## src/rtl/odo_pkg.sv

```systemverilog
// Shared odometer definitions: FSM encoding, mileage word width and default limits.
package odo_pkg;

  localparam int unsigned RECORD_W       = 27;
  localparam int unsigned MAX_RECORD_DEF = 99_999_999;
  localparam int unsigned TICK_DIV_DEF   = 100_000_000;

  typedef enum logic [1:0] {
    ODO_OFF  = 2'd0,
    ODO_STOP = 2'd1,
    ODO_RUN  = 2'd2
  } odo_state_e;

endpackage

```

## src/rtl/btn_sync_edge.sv

```systemverilog
// Front-panel button conditioner: 2-flop synchroniser plus a history flop for rise detection.
module btn_sync_edge (
  input  logic clk,
  input  logic rst_n,
  input  logic btn,
  output logic rise_c
);

  // [0] metastable stage, [1] synchronised level, [2] previous synchronised level
  logic [2:0] sync_q;
  logic [2:0] sync_d;

  always_comb begin
    sync_d = {sync_q[1:0], btn};
  end

  always_ff @(posedge clk or negedge rst_n) begin
    if (!rst_n) begin
      sync_q <= 3'b000;
    end else begin
      sync_q <= sync_d;
    end
  end

  assign rise_c = sync_q[1] & ~sync_q[2];

endmodule

```

## src/rtl/mileage_counter.sv

```systemverilog
// Odometer stage: motion-time prescaler feeding a saturating trip accumulator with
// power-off and front-panel clears. All outputs come straight from flops.
module mileage_counter
  import odo_pkg::*;
#(
  parameter int unsigned TICK_DIV   = TICK_DIV_DEF,
  parameter int unsigned MAX_RECORD = MAX_RECORD_DEF
) (
  input  logic                clk,
  input  logic                rst_n,
  input  logic                power_now,
  input  logic                moving,
  input  logic                clr_btn,
  output logic [RECORD_W-1:0] record,
  output logic                unit_tick,
  output logic                sat,
  output logic [1:0]          odo_state
);

  localparam int unsigned          PRE_W   = $clog2(TICK_DIV);
  localparam logic [PRE_W-1:0]     PRE_TOP = PRE_W'(TICK_DIV - 1);
  localparam logic [RECORD_W-1:0]  REC_MAX = RECORD_W'(MAX_RECORD);

  odo_state_e          state_q, state_d;
  logic [PRE_W-1:0]    pre_q, pre_d;
  logic [RECORD_W-1:0] record_q, record_d;
  logic                unit_tick_q, unit_tick_d;
  logic                sat_q, sat_d;
  logic                clr_rise_c;
  logic                wrap_c;

  btn_sync_edge u_clr_sync (
    .clk    (clk),
    .rst_n  (rst_n),
    .btn    (clr_btn),
    .rise_c (clr_rise_c)
  );

  // Next state depends only on inputs; the unused encoding falls back to OFF.
  always_comb begin
    state_d = ODO_OFF;
    case (state_q)
      ODO_OFF, ODO_STOP, ODO_RUN: begin
        if (!power_now) begin
          state_d = ODO_OFF;
        end else if (moving) begin
          state_d = ODO_RUN;
        end else begin
          state_d = ODO_STOP;
        end
      end
      default: state_d = ODO_OFF;
    endcase
  end

  // Prescaler and accumulator; clears override any increment in the same cycle.
  always_comb begin
    wrap_c      = (state_q == ODO_RUN) && (pre_q == PRE_TOP);
    pre_d       = pre_q;
    record_d    = record_q;
    unit_tick_d = 1'b0;

    if (state_q == ODO_RUN) begin
      pre_d = wrap_c ? '0 : pre_q + PRE_W'(1);
    end

    if (wrap_c && (record_q < REC_MAX)) begin
      record_d    = record_q + RECORD_W'(1);
      unit_tick_d = 1'b1;
    end

    if (clr_rise_c || (state_d == ODO_OFF)) begin
      pre_d       = '0;
      record_d    = '0;
      unit_tick_d = 1'b0;
    end

    sat_d = (record_d == REC_MAX);
  end

  always_ff @(posedge clk or negedge rst_n) begin
    if (!rst_n) begin
      state_q     <= ODO_OFF;
      pre_q       <= '0;
      record_q    <= '0;
      unit_tick_q <= 1'b0;
      sat_q       <= 1'b0;
    end else begin
      state_q     <= state_d;
      pre_q       <= pre_d;
      record_q    <= record_d;
      unit_tick_q <= unit_tick_d;
      sat_q       <= sat_d;
    end
  end

  assign record    = record_q;
  assign unit_tick = unit_tick_q;
  assign sat       = sat_q;
  assign odo_state = state_q;

endmodule

```

## config.mk

```make
export PLATFORM = sky130hd
export DESIGN_NAME = mileage_counter
export DESIGN_NICKNAME = d
export VERILOG_FILES = /design/src/rtl/odo_pkg.sv /design/src/rtl/btn_sync_edge.sv /design/src/rtl/mileage_counter.sv
export SDC_FILE = /design/constraint.sdc
export NUM_CORES = 1
export LEC_CHECK = 0
export CAP_MARGIN = 15
export CORE_MARGIN = 2
export CORE_UTILIZATION = 57
export CTS_CLUSTER_SIZE = 20
export DETAILED_ROUTE_END_ITERATION = 12
export GPL_ROUTABILITY_DRIVEN = 1
export HOLD_SLACK_MARGIN = 0.1
export PLACE_DENSITY = 0.86
export SLEW_MARGIN = 15
export SYNTH_ARGS = -nofsm -noshare
export SYNTH_HDL_FRONTEND = slang
export SYNTH_HIERARCHICAL = 1
export SYNTH_SLANG_ARGS = --single-unit
```

## constraint.sdc

```tcl
create_clock -name clk -period 3.8 [get_ports clk]
set_clock_uncertainty 0.15 [all_clocks]
set_input_delay 0.76 -clock clk [delete_from_list [all_inputs] [get_ports clk]]
set_output_delay 0.76 -clock clk [all_outputs]
set_load 0.03 [all_outputs]
```

; ---- After elaboration in Yosys (flattened, before gate mapping)
; Index checks and enable logic that the tools add are counted.
[op_classes]
bitwise_logic = 2
n_addsub = 2
muxes = 10
reduce_logical = 7
n_lt_le_gt_ge = 1
eq_ne = 4
[ops]
columns = op, count
row1 = 2-to-1 mux 27 bit, 5
row2 = "adder 27 x 1 -> 27 bit, second input constant", 2
row3 = "== test 27 bit, second input constant", 2
row4 = "< comparator 27 bit, second input constant", 1
row5 = 2-to-1 mux 2 bit, 3
row6 = zero test 2 bit, 2
row7 = OR reduction 3 bit, 1
row8 = "== test 2 x 1 -> 1 bit, second input constant", 1
row9 = "== test 2 bit, second input constant", 1
row10 = logical AND 1 bit, 2
row11 = 2-to-1 mux 1 bit, 2
row12 = nonzero test 2 bit, 1
row13 = bitwise AND 1 bit, 1
row14 = logical OR 1 bit, 1
row15 = inverter 1 bit, 1
[word_totals]
output_inout_bits = 31
reg_bits = 61

; ---- Logic depth before layout (Yosys ltp)
; Gate-level depths: netlist of the first run.
[depth]
depth_word = 7
ltp_mapped = 12
depth_no_buf = 9

; ---- Hierarchy
; The synthesis of the first run kept the hierarchy.
[by_module_without_submodules]
columns = module, cells_each, n_inst, area_each_um2
row1 = mileage_counter, 366, 1, 3283.1
row2 = btn_sync_edge, 4, 1, 88.8

; ---- Least setup slack after synthesis of the first run
; OpenSTA, ideal clock, no wires.
[synth_timing]
kind = flip-flop to flip-flop
from = register pre_q[17]
to = register sat_q, in the netlist sat
path_buffers = 1
setup_time_ns = 0.111
stages_incl_launch_ff = 10
required_ns = 3.539
setup_slack_ns = 0.649
arrival_ns = 2.890
path_cell_list = dfrtp_1 or4_4 nor4b_4 o2111ai_1 buf_4 or4_1 xnor2_1 nor4_1 nand4_1 a2111oi_2
[synth_between]
elab_chain_len = 6
[synth_rtl]
columns = element, line
row1 = start: declaration, mileage_counter.sv:25  ; logic [PRE_W-1:0] pre_q, pre_d;
row2 = start signal: assignment, mileage_counter.sv:90  ; pre_q <= pre_d;
row3 = == test 27 bit, mileage_counter.sv:58  ; wrap_c = (state_q == ODO_RUN) && (pre_q == PRE_TOP);
row4 = logical AND 1 bit, mileage_counter.sv:58
row5 = logical AND 1 bit, mileage_counter.sv:67  ; if (wrap_c && (record_q < REC_MAX)) begin
row6 = 2-to-1 mux 27 bit, mileage_counter.sv:67
row7 = 2-to-1 mux 27 bit, mileage_counter.sv:72  ; if (clr_rise_c || (state_d == ODO_OFF)) begin
row8 = == test 27 bit, mileage_counter.sv:78  ; sat_d = (record_d == REC_MAX);
row9 = net sat_d, mileage_counter.sv:28  ; logic sat_q, sat_d;
row10 = end signal: assignment, mileage_counter.sv:93  ; sat_q <= sat_d;
row11 = end: declaration, mileage_counter.sv:28
; The timed path passes the listed nets, and every way through them passes these cells.
; A chain may end at the register's enable or synchronous reset.

; ---- Final worst setup path of the first run
[layout_timing]
from = register pre_q[17]
to = register sat_q, in the netlist sat
[layout_between]
elab_chain_len = 6
[layout_rtl]
columns = element, line
row1 = == test 27 bit, mileage_counter.sv:58
row2 = logical AND 1 bit, mileage_counter.sv:58
row3 = logical AND 1 bit, mileage_counter.sv:67
row4 = 2-to-1 mux 27 bit, mileage_counter.sv:67
row5 = 2-to-1 mux 27 bit, mileage_counter.sv:72
row6 = net record_d[16], mileage_counter.sv:26  ; logic [RECORD_W-1:0] record_q, record_d;
row7 = == test 27 bit, mileage_counter.sv:78
row8 = net sat_d, mileage_counter.sv:28
; The timed path passes the listed nets, and every way through them passes these cells.

==> summary.md, run 1 <==
| Metric | Value |
|---|---|
| Status | `finished, final reports clean` |
| Critical-path top delay cell | `sky130_fd_sc_hd__or4_4` |
| TritonCTS clock tree | `done` |
| Post-synthesis cell type count | `between 50 and 60` |
| Vias after detailed routing | `about 3,000` |
| Total of buffers placed on input and output ports | `35` |
| Yosys Warn Count | `6` |
| Number of hold buffers added after CTS | `0` |
| Number of synthesized register bits | `between 60 and 70` |
| Total clock buffers created by CTS | `9` |
| Buffers and inverters on the worst path | `1` |
| Commonest cells in the synthesized netlist | `sky130_fd_sc_hd__dfrtp_1, sky130_fd_sc_hd__nor2_1, sky130_fd_sc_hd__nand2_1, sky130_fd_sc_hd__nand3_1, sky130_fd_sc_hd__xor2_1` |
| Post-Synthesis Mean Instance Area | `between 9 and 10 sq um` |
| Top-area cell type share of the netlist area | `0.4527` |
| Via-to-Cell Ratio | `approximately 6.0` |
| Die ar. | `0.006547 sq mm` |
| Worst EP arrival | `3430 ps` |
| Final routed wire length divided by cell count | `roughly 16 um` |
| Global route total overflow | `0` |
| Number of antenna diodes | `0` |
| Simple logic cell fraction of the synthesized area | `0.3217` |
| Site Rows | `28` |
| Maximum level of the CTS H-tree | `3` |
| Area post-placement | `between 0.003 and 0.004 sq mm` |
| Number of antenna violations at the first check in global routing | `0` |
| Sequential fraction of the synthesis area | `0.4527` |
| Last weighted congestion value of the routability-driven placer | `slightly below 1` |
| Setup crit start kind | `flip-flop` |
| Pin count of the biggest net entering global routing | `roughly 50` |
| Maxcap violations | `0` |
| Number of nets still failing antenna checks after routing | `0` |
| Maximum vdd ir drop | `237.4 uV` |
| Via count of the first global-routing pass | `2,775` |
| Buffers inserted during post-CTS setup optimization | `0` |
| Most used flip-flop cell after synthesis | `sky130_fd_sc_hd__dfrtp_1` |
| Type of element capturing the critical path | `flip-flop` |
| Ordered list of cells on the worst path | `or4_4, nor4b_4, o2111ai_1, buf_4, or4_1, a21oi_1, and4b_1, nand4_1, a2111oi_2` |
| Final TNS setup | `0 ps` |
| Count of endpoints failing hold in the final timing report | `0` |
| Critical register-to-register path endpoint | `sat$_DFF_PN0_` |
| Share of the synthesized area in compound gates (AO/OA/AOI/OAI) | `0.07421` |
| Mapped Cells | `370` |
| Max-slew headroom | `0.5073` |
| Combinational family with the most area after synthesis | `simple AND/OR/NAND/NOR gates` |
| Leak Pwr | `approximately 0.0015 uW` |
| Post-route DRC violation count | `0` |
| Cell depth of the worst flop-to-flop path | `9` |
| TritonCTS Sinks | `61` |
| R2R Setup Slk | `between 400 and 500 ps` |
| Critical path required time | `approximately 3900 ps` |
| Final setup fails | `0` |
| Worst-Margin Slew | `732.3 ps` |
| Critical path start-end classification | `flip-flop to flip-flop` |
| Resized cells post-CTS | `0` |
| Clock-pin slew on the worst setup and hold paths | `around 70 ps` |
| Max Fanout on Critical Path | `13` |
| Overall die height | `slightly above 80 um` |
| Total nets after synthesis | `377` |
| Total Nets Final | `between 400 and 500` |
| Final number of max-transition violations | `0` |
| Global-route wire length before repair | `between 10,000 and 15,000 um` |
| Hold crit path type | `flip-flop to flip-flop` |
| Aggregate global-route resource usage | `0.2622` |
| Count of TritonRoute iterations in the first routing pass | `5` |
| Post-Synth Adder-Cell Area | `0.007421` |
| Final worst path period share | `0.8794` |
| Hold Crit Start | `u_clr_sync/sync_q[0]$_DFF_PN0_` |
| Starting Density | `0.5798` |
| Period minus WS final | `about 3300 ps` |
| CP delay by family, top | `simple AND/OR/NAND/NOR gates` |
| Count of flip-flops with a built-in enable after synthesis | `0` |
| Xor/xnor share of the synthesized area | `0.1091` |
| Iter 0 DRT Violations | `242` |
| Slowest stage delay, CP | `about 570 ps` |
| Layout Cell Area excl Fill | `between 0.003 and 0.004 sq mm` |
| Async set or reset register ratio after synthesis | `1.000` |
| Worst-Skew Late Latency | `~350 ps` |
| Dpl hpwl | `roughly 5600 um` |
| Worst hold path cell count | `0` |
| Layout cell share with drive strength beyond 1 | `0.08010` |
| Top cells by area in the synthesized netlist | `sky130_fd_sc_hd__dfrtp_1, sky130_fd_sc_hd__nor2_1, sky130_fd_sc_hd__xor2_1` |
| Highest achievable clock rate | `about 300 MHz` |
| RSZ-0062 raised after global routing | `no` |
| Die width | `between 80 and 90 um` |
| Worst Setup SP | `pre_q[17]$_DFFE_PN0P_` |
| Synthesis-to-finish area growth | `17.88%` |
| Yosys top cell by area | `sky130_fd_sc_hd__dfrtp_1` |
| Post-Syn Area | `around 0.0034 sq mm` |
| Fraction of synthesized area in multiplexers | `0.005937` |
| Routed WL | `7944 um` |
| Longest Clk Path Bufs | `2` |
| Reg-to-Reg Start | `pre_q[17]$_DFFE_PN0P_` |
| Clock Root Buffer | `sky130_fd_sc_hd__clkbuf_8` |
| Hold endpoint | `u_clr_sync/sync_q[1]$_DFF_PN0_` |
| Area inside the core boundary | `between 0.005 and 0.006 sq mm` |
| I/O pin count | `36` |
| Cell Pwr Density | `about 320 mW/mm^2` |
## layer usage
layer	wire length, um	GRT usage	vias to the layer above
met2	3993	0.4463	112
met4	159	0.09831	0
li1	-	-	1377
met1	3375	0.3281	1435
met3	414	0.05556	21
met5	0	0	-
## report_power, final
group          switching (uW)  internal, uW  total [uW]
Sequential               2.92           652         655
Combinational            36.1          13.7        49.8
Clock                     270           301         571
## stage by stage
step	setup slack, ps	power (uW)	utilization	std cells	hold WS [ps]
2_1_floorplan	648.6	690.9	-	370	181.2
3_3_place_gp	578.8	717.1	0.6502	471	184.0
3_5_place_dp	465.8	718.3	0.6502	471	185.6
4_1_cts	450.5	1279	0.6831	487	201.3
5_1_grt	179.7	1319	0.6835	487	217.4
6_report	458.3	1276	0.6835	487	197.7
## state kept, by name, indices dropped and copies added (netlist names)
name and cells:
u_clr_sync/sync_q 3, unit_tick 1, odo_state 2, pre_q 27, sat 1, record 27
## cells in the final DEF, fill, tap and decap left out, types with 4 or more instances in the layout
cell type,n
sky130_fd_sc_hd__nand3_1,23
sky130_fd_sc_hd__nand4_1,18
sky130_fd_sc_hd__and3_1,9
sky130_fd_sc_hd__clkdlybuf4s50_1,34
sky130_fd_sc_hd__nor2_1,61
sky130_fd_sc_hd__nor3_1,12
sky130_fd_sc_hd__inv_1,8
sky130_fd_sc_hd__nand2_1,37
sky130_fd_sc_hd__or3_1,5
sky130_fd_sc_hd__o21ai_0,14
sky130_fd_sc_hd__clkbuf_8,9
sky130_fd_sc_hd__xnor2_1,19
sky130_fd_sc_hd__dfrtp_1,61
sky130_fd_sc_hd__and4_1,4
sky130_fd_sc_hd__a21oi_1,5
sky130_fd_sc_hd__nor4_1,8
sky130_fd_sc_hd__buf_4,6
sky130_fd_sc_hd__xor2_1,23
## cell type report
cell class / count / area [sq um]
clock buffers: 10 / 127.6
inverters: 8 / 30.03
multi-input cells: 287 / 1748
repair buffers: 40 / 385.4
well taps: 75 / 93.84
fillers: 454 / 1841
flip-flops and latches: 61 / 1526
clock inverters: 6 / 63.81
## how the worst max path moves through the flow
stage	end	slack, ps	depth (start not counted)
after floorplan	sat$_DFF_PN0_	650	9
after global placement	sat$_DFF_PN0_	580	9
after detailed placement	sat$_DFF_PN0_	470	9
after CTS	sat$_DFF_PN0_	450	9
after global routing	sat$_DFF_PN0_	180	9
final	sat$_DFF_PN0_	460	9
## logic make-up (layout without fill, tap and decap cells)
family,Yosys count,after routing
XOR/XNOR,42,42
multiplexers,2,2
AND/OR/NAND/NOR,204,204
AO/OA/AOI/OAI,37,37
adder cells (fa/ha/maj),2,2
flip-flops,61,61
buffers and inverters,22,64
Note: power is estimated with default switching activity, not from simulation.
==> inputs of run 2 (changes only) <==
- CELL_PAD_IN_SITES_DETAIL_PLACEMENT: not set -> 1
- CELL_PAD_IN_SITES_GLOBAL_PLACEMENT: not set -> 2
- CORE_UTILIZATION: 57 -> 35
- PLACE_DENSITY: 0.86 -> 0.85
==> summary.md, run 2 (same netlist as run 1, synthesis figures left out) <==
| Metric | Value |
|---|---|
| Max Fanout on Critical Path | `20 (was 13)` |
| Leak Pwr | `0.001562 uW (was 0.001546 uW)` |
| Count of TritonRoute iterations in the first routing pass | `4 (was 5)` |
| Via-to-Cell Ratio | `5.278 (was 6.047)` |
| Starting Density | `0.3632 (was 0.5798)` |
| Power share of the combinational group | `0.040 (was 0.039)` |
| Setup slack after layout | `430.1 ps (was 458.3 ps)` |
| Synthesis-to-finish area growth | `20.41% (was 17.88%)` |
| Final routed wire length divided by cell count | `16.61 um (was 16.31 um)` |
| Non-filler instance count after layout | `540 (was 487)` |
| Pin count of the biggest net entering global routing | `46 (was 51)` |
| Buffers inserted during post-CTS setup optimization | `0 (unchanged)` |
| Critical register-to-register path endpoint | `sat$_DFF_PN0_ (unchanged)` |
| Number of antenna diodes | `0 (unchanged)` |
| Ordered list of cells on the worst path | `or4_4, nor4b_4, o2111ai_1, buf_12, or4_1, xnor2_1, nor4_1, nand4_1, a2111oi_2 (was or4_4, nor4b_4, o2111ai_1, buf_4, or4_1, a21oi_1, and4b_1, nand4_1, a2111oi_2)` |
| Critical path required time | `3890 ps (about the same)` |
| Pre-CTS setup slack | `379.7 ps (was 465.8 ps)` |
| Final setup fails | `0 (unchanged)` |
| Total of buffers placed on input and output ports | `35 (unchanged)` |
| Cell depth of the worst flop-to-flop path | `9 (unchanged)` |
| Layout cell share with drive strength beyond 1 | `0.08029 (was 0.08010)` |
| Aggregate global-route resource usage | `0.1896 (was 0.2622)` |
| Cell Pwr Density | `322.9 mW/mm^2 (was 321.1 mW/mm^2)` |
| Routed WL | `8970 um (was 7944 um)` |
| Critical path start-end classification | `flip-flop to flip-flop (unchanged)` |
| Iter 0 DRT Violations | `109 (was 242)` |
| RSZ-0062 raised after global routing | `no (unchanged)` |
| Highest-count cells in the layout ignoring fill and taps | `sky130_fd_sc_hd__nor2_1, sky130_fd_sc_hd__dfrtp_1, sky130_fd_sc_hd__nand2_1, sky130_fd_sc_hd__clkdlybuf4s50_1 (unchanged)` |
| Global route total overflow | `0 (unchanged)` |
| Worst-Skew Late Latency | `350 ps (about the same)` |
| TritonCTS clock tree | `done (unchanged)` |
| Overall power after layout | `1311 uW (was 1276 uW)` |
| Dpl hpwl | `6492 um (was 5623 um)` |
| Count of fill cells added during filler insertion | `1,134 (was 454)` |
| Maximum level of the CTS H-tree | `3 (unchanged)` |
| Vias after detailed routing | `2,850 (was 2,945)` |
| Clock-pin slew on the worst setup and hold paths | `70 ps (about the same)` |
| Worst EP arrival | `3460 ps (was 3430 ps)` |
| Number of hold buffers added after CTS | `0 (unchanged)` |
| TritonCTS Sinks | `61 (unchanged)` |
| Total Nets Final | `414 (unchanged)` |
| Highest achievable clock rate | `296.7 MHz (was 299.2 MHz)` |
| Final number of max-transition violations | `0 (unchanged)` |
| Clock Root Buffer | `sky130_fd_sc_hd__clkbuf_8 (unchanged)` |
| Clock share of power | `0.460 (was 0.448)` |
| Sequential share of power | `0.500 (was 0.513)` |
| Number of antenna violations at the first check in global routing | `0 (unchanged)` |
| Period minus WS final | `3370 ps (was 3342 ps)` |
| Slowest stage delay, CP | `560 ps (was 570 ps)` |
| P_sw | `311.4 uW (was 308.8 uW)` |
| Via count of the first global-routing pass | `2,985 (was 2,775)` |
| Hold crit path type | `input pin to asynchronous set/reset pin (was flip-flop to flip-flop)` |
| Reg-to-Reg Start | `pre_q[17]$_DFFE_PN0P_ (unchanged)` |
| Area inside the core boundary | `0.009284 sq mm (was 0.005816 sq mm)` |
| Final worst path period share | `0.8868 (was 0.8794)` |
| Maximum vdd ir drop | `135.4 uV (was 237.4 uV)` |
| Post-route DRC violation count | `0 (unchanged)` |
| Final TNS setup | `0 ps (unchanged)` |
| Worst-Margin Slew | `684.4 ps (was 732.3 ps)` |
| R2R Setup Slk | `430 ps (was 460 ps)` |
| Maxcap violations | `0 (unchanged)` |
| Site Rows | `35 (was 28)` |
| Longest Clk Path Bufs | `2 (unchanged)` |
| Type of element capturing the critical path | `flip-flop (unchanged)` |
| Max-slew headroom | `0.5395 (was 0.5073)` |
| Last weighted congestion value of the routability-driven placer | `0.8446 (was 0.9752)` |
| Die ar. | `0.01044 sq mm (was 0.006547 sq mm)` |
| Global-route wire length before repair | `15,140 um (was 13,150 um)` |
| I/O pin count | `36 (unchanged)` |
| Setup crit start kind | `flip-flop (unchanged)` |
| Count of endpoints failing hold in the final timing report | `0 (unchanged)` |
| Critical-path top delay cell | `sky130_fd_sc_hd__or4_4 (unchanged)` |
| Switching power share of the total | `0.2375 (was 0.2419)` |
| Cells after DPL | `525 (was 471)` |
| Die width | `102.2 um (was 80.92 um)` |
| Overall die height | `102.2 um (was 80.92 um)` |
| Internal power | `999.5 uW (was 967.5 uW)` |
| Status | `finished, final reports clean (unchanged)` |
| Total clock buffers created by CTS | `9 (unchanged)` |
| Resized cells post-CTS | `0 (unchanged)` |
| Number of nets still failing antenna checks after routing | `0 (unchanged)` |
[run 2: worst max-delay path by stage]
stage,start,slack (ps),to
after global routing,pre_q[17]$_DFFE_PN0P_,190,sat$_DFF_PN0_
after global placement,pre_q[17]$_DFFE_PN0P_,510,sat$_DFF_PN0_
after CTS,pre_q[17]$_DFFE_PN0P_,380,sat$_DFF_PN0_
after detailed placement,pre_q[17]$_DFFE_PN0P_,380,sat$_DFF_PN0_
after floorplan,pre_q[17]$_DFFE_PN0P_,650,sat$_DFF_PN0_
final,pre_q[17]$_DFFE_PN0P_,430,sat$_DFF_PN0_
[run 2: worst max-delay path, delay by kind of cell (launching register included)]
kind,cells,cell delay [ps]
buf+inv,1,210
flops,1,430
compound gates,2,560
simple gates,5,1740
xor+xnor,1,150
[run 2: power by group through the flow]
stage	clock network (uW)	logic, uW	registers [uW]
4_1_cts	620	54.5	655
2_1_floorplan	0	21.3	670
6_report	603	52.2	655
5_1_grt	652	59.8	656
3_3_place_gp	0	53.5	668
3_5_place_dp	0	54.4	668
[run 2: area by class of cell]
cell class                      count  area (sq um)  area share
Clock buffer                       11         151.4     0.03729
Clock inverter                      4         47.55     0.01171
Inverter                            8         30.03    0.007396
Multi-Input combinational cell    287          1748      0.4305
Sequential cell                    61          1526      0.3760
Tap cell                          129         161.4     0.03975
Timing Repair Buffer               40         395.4     0.09738
[run 2: layer usage]
layer	GRT usage	routed length, um
met1	0.2391	4126
met2	0.3244	4412
met3	0.02668	252
met4	0.08308	179
met5	0	0
[run 2: metrics by stage]
stage	utilization	hold slack (ps)	area [sq um]
final	0.4373	168.7	4060
after floorplan	-	181.2	3372
after global routing	0.4373	185.9	4060
after detailed placement	0.4159	198.4	3861
after global placement	0.4159	184.7	3861
after CTS	0.4373	170.7	4060
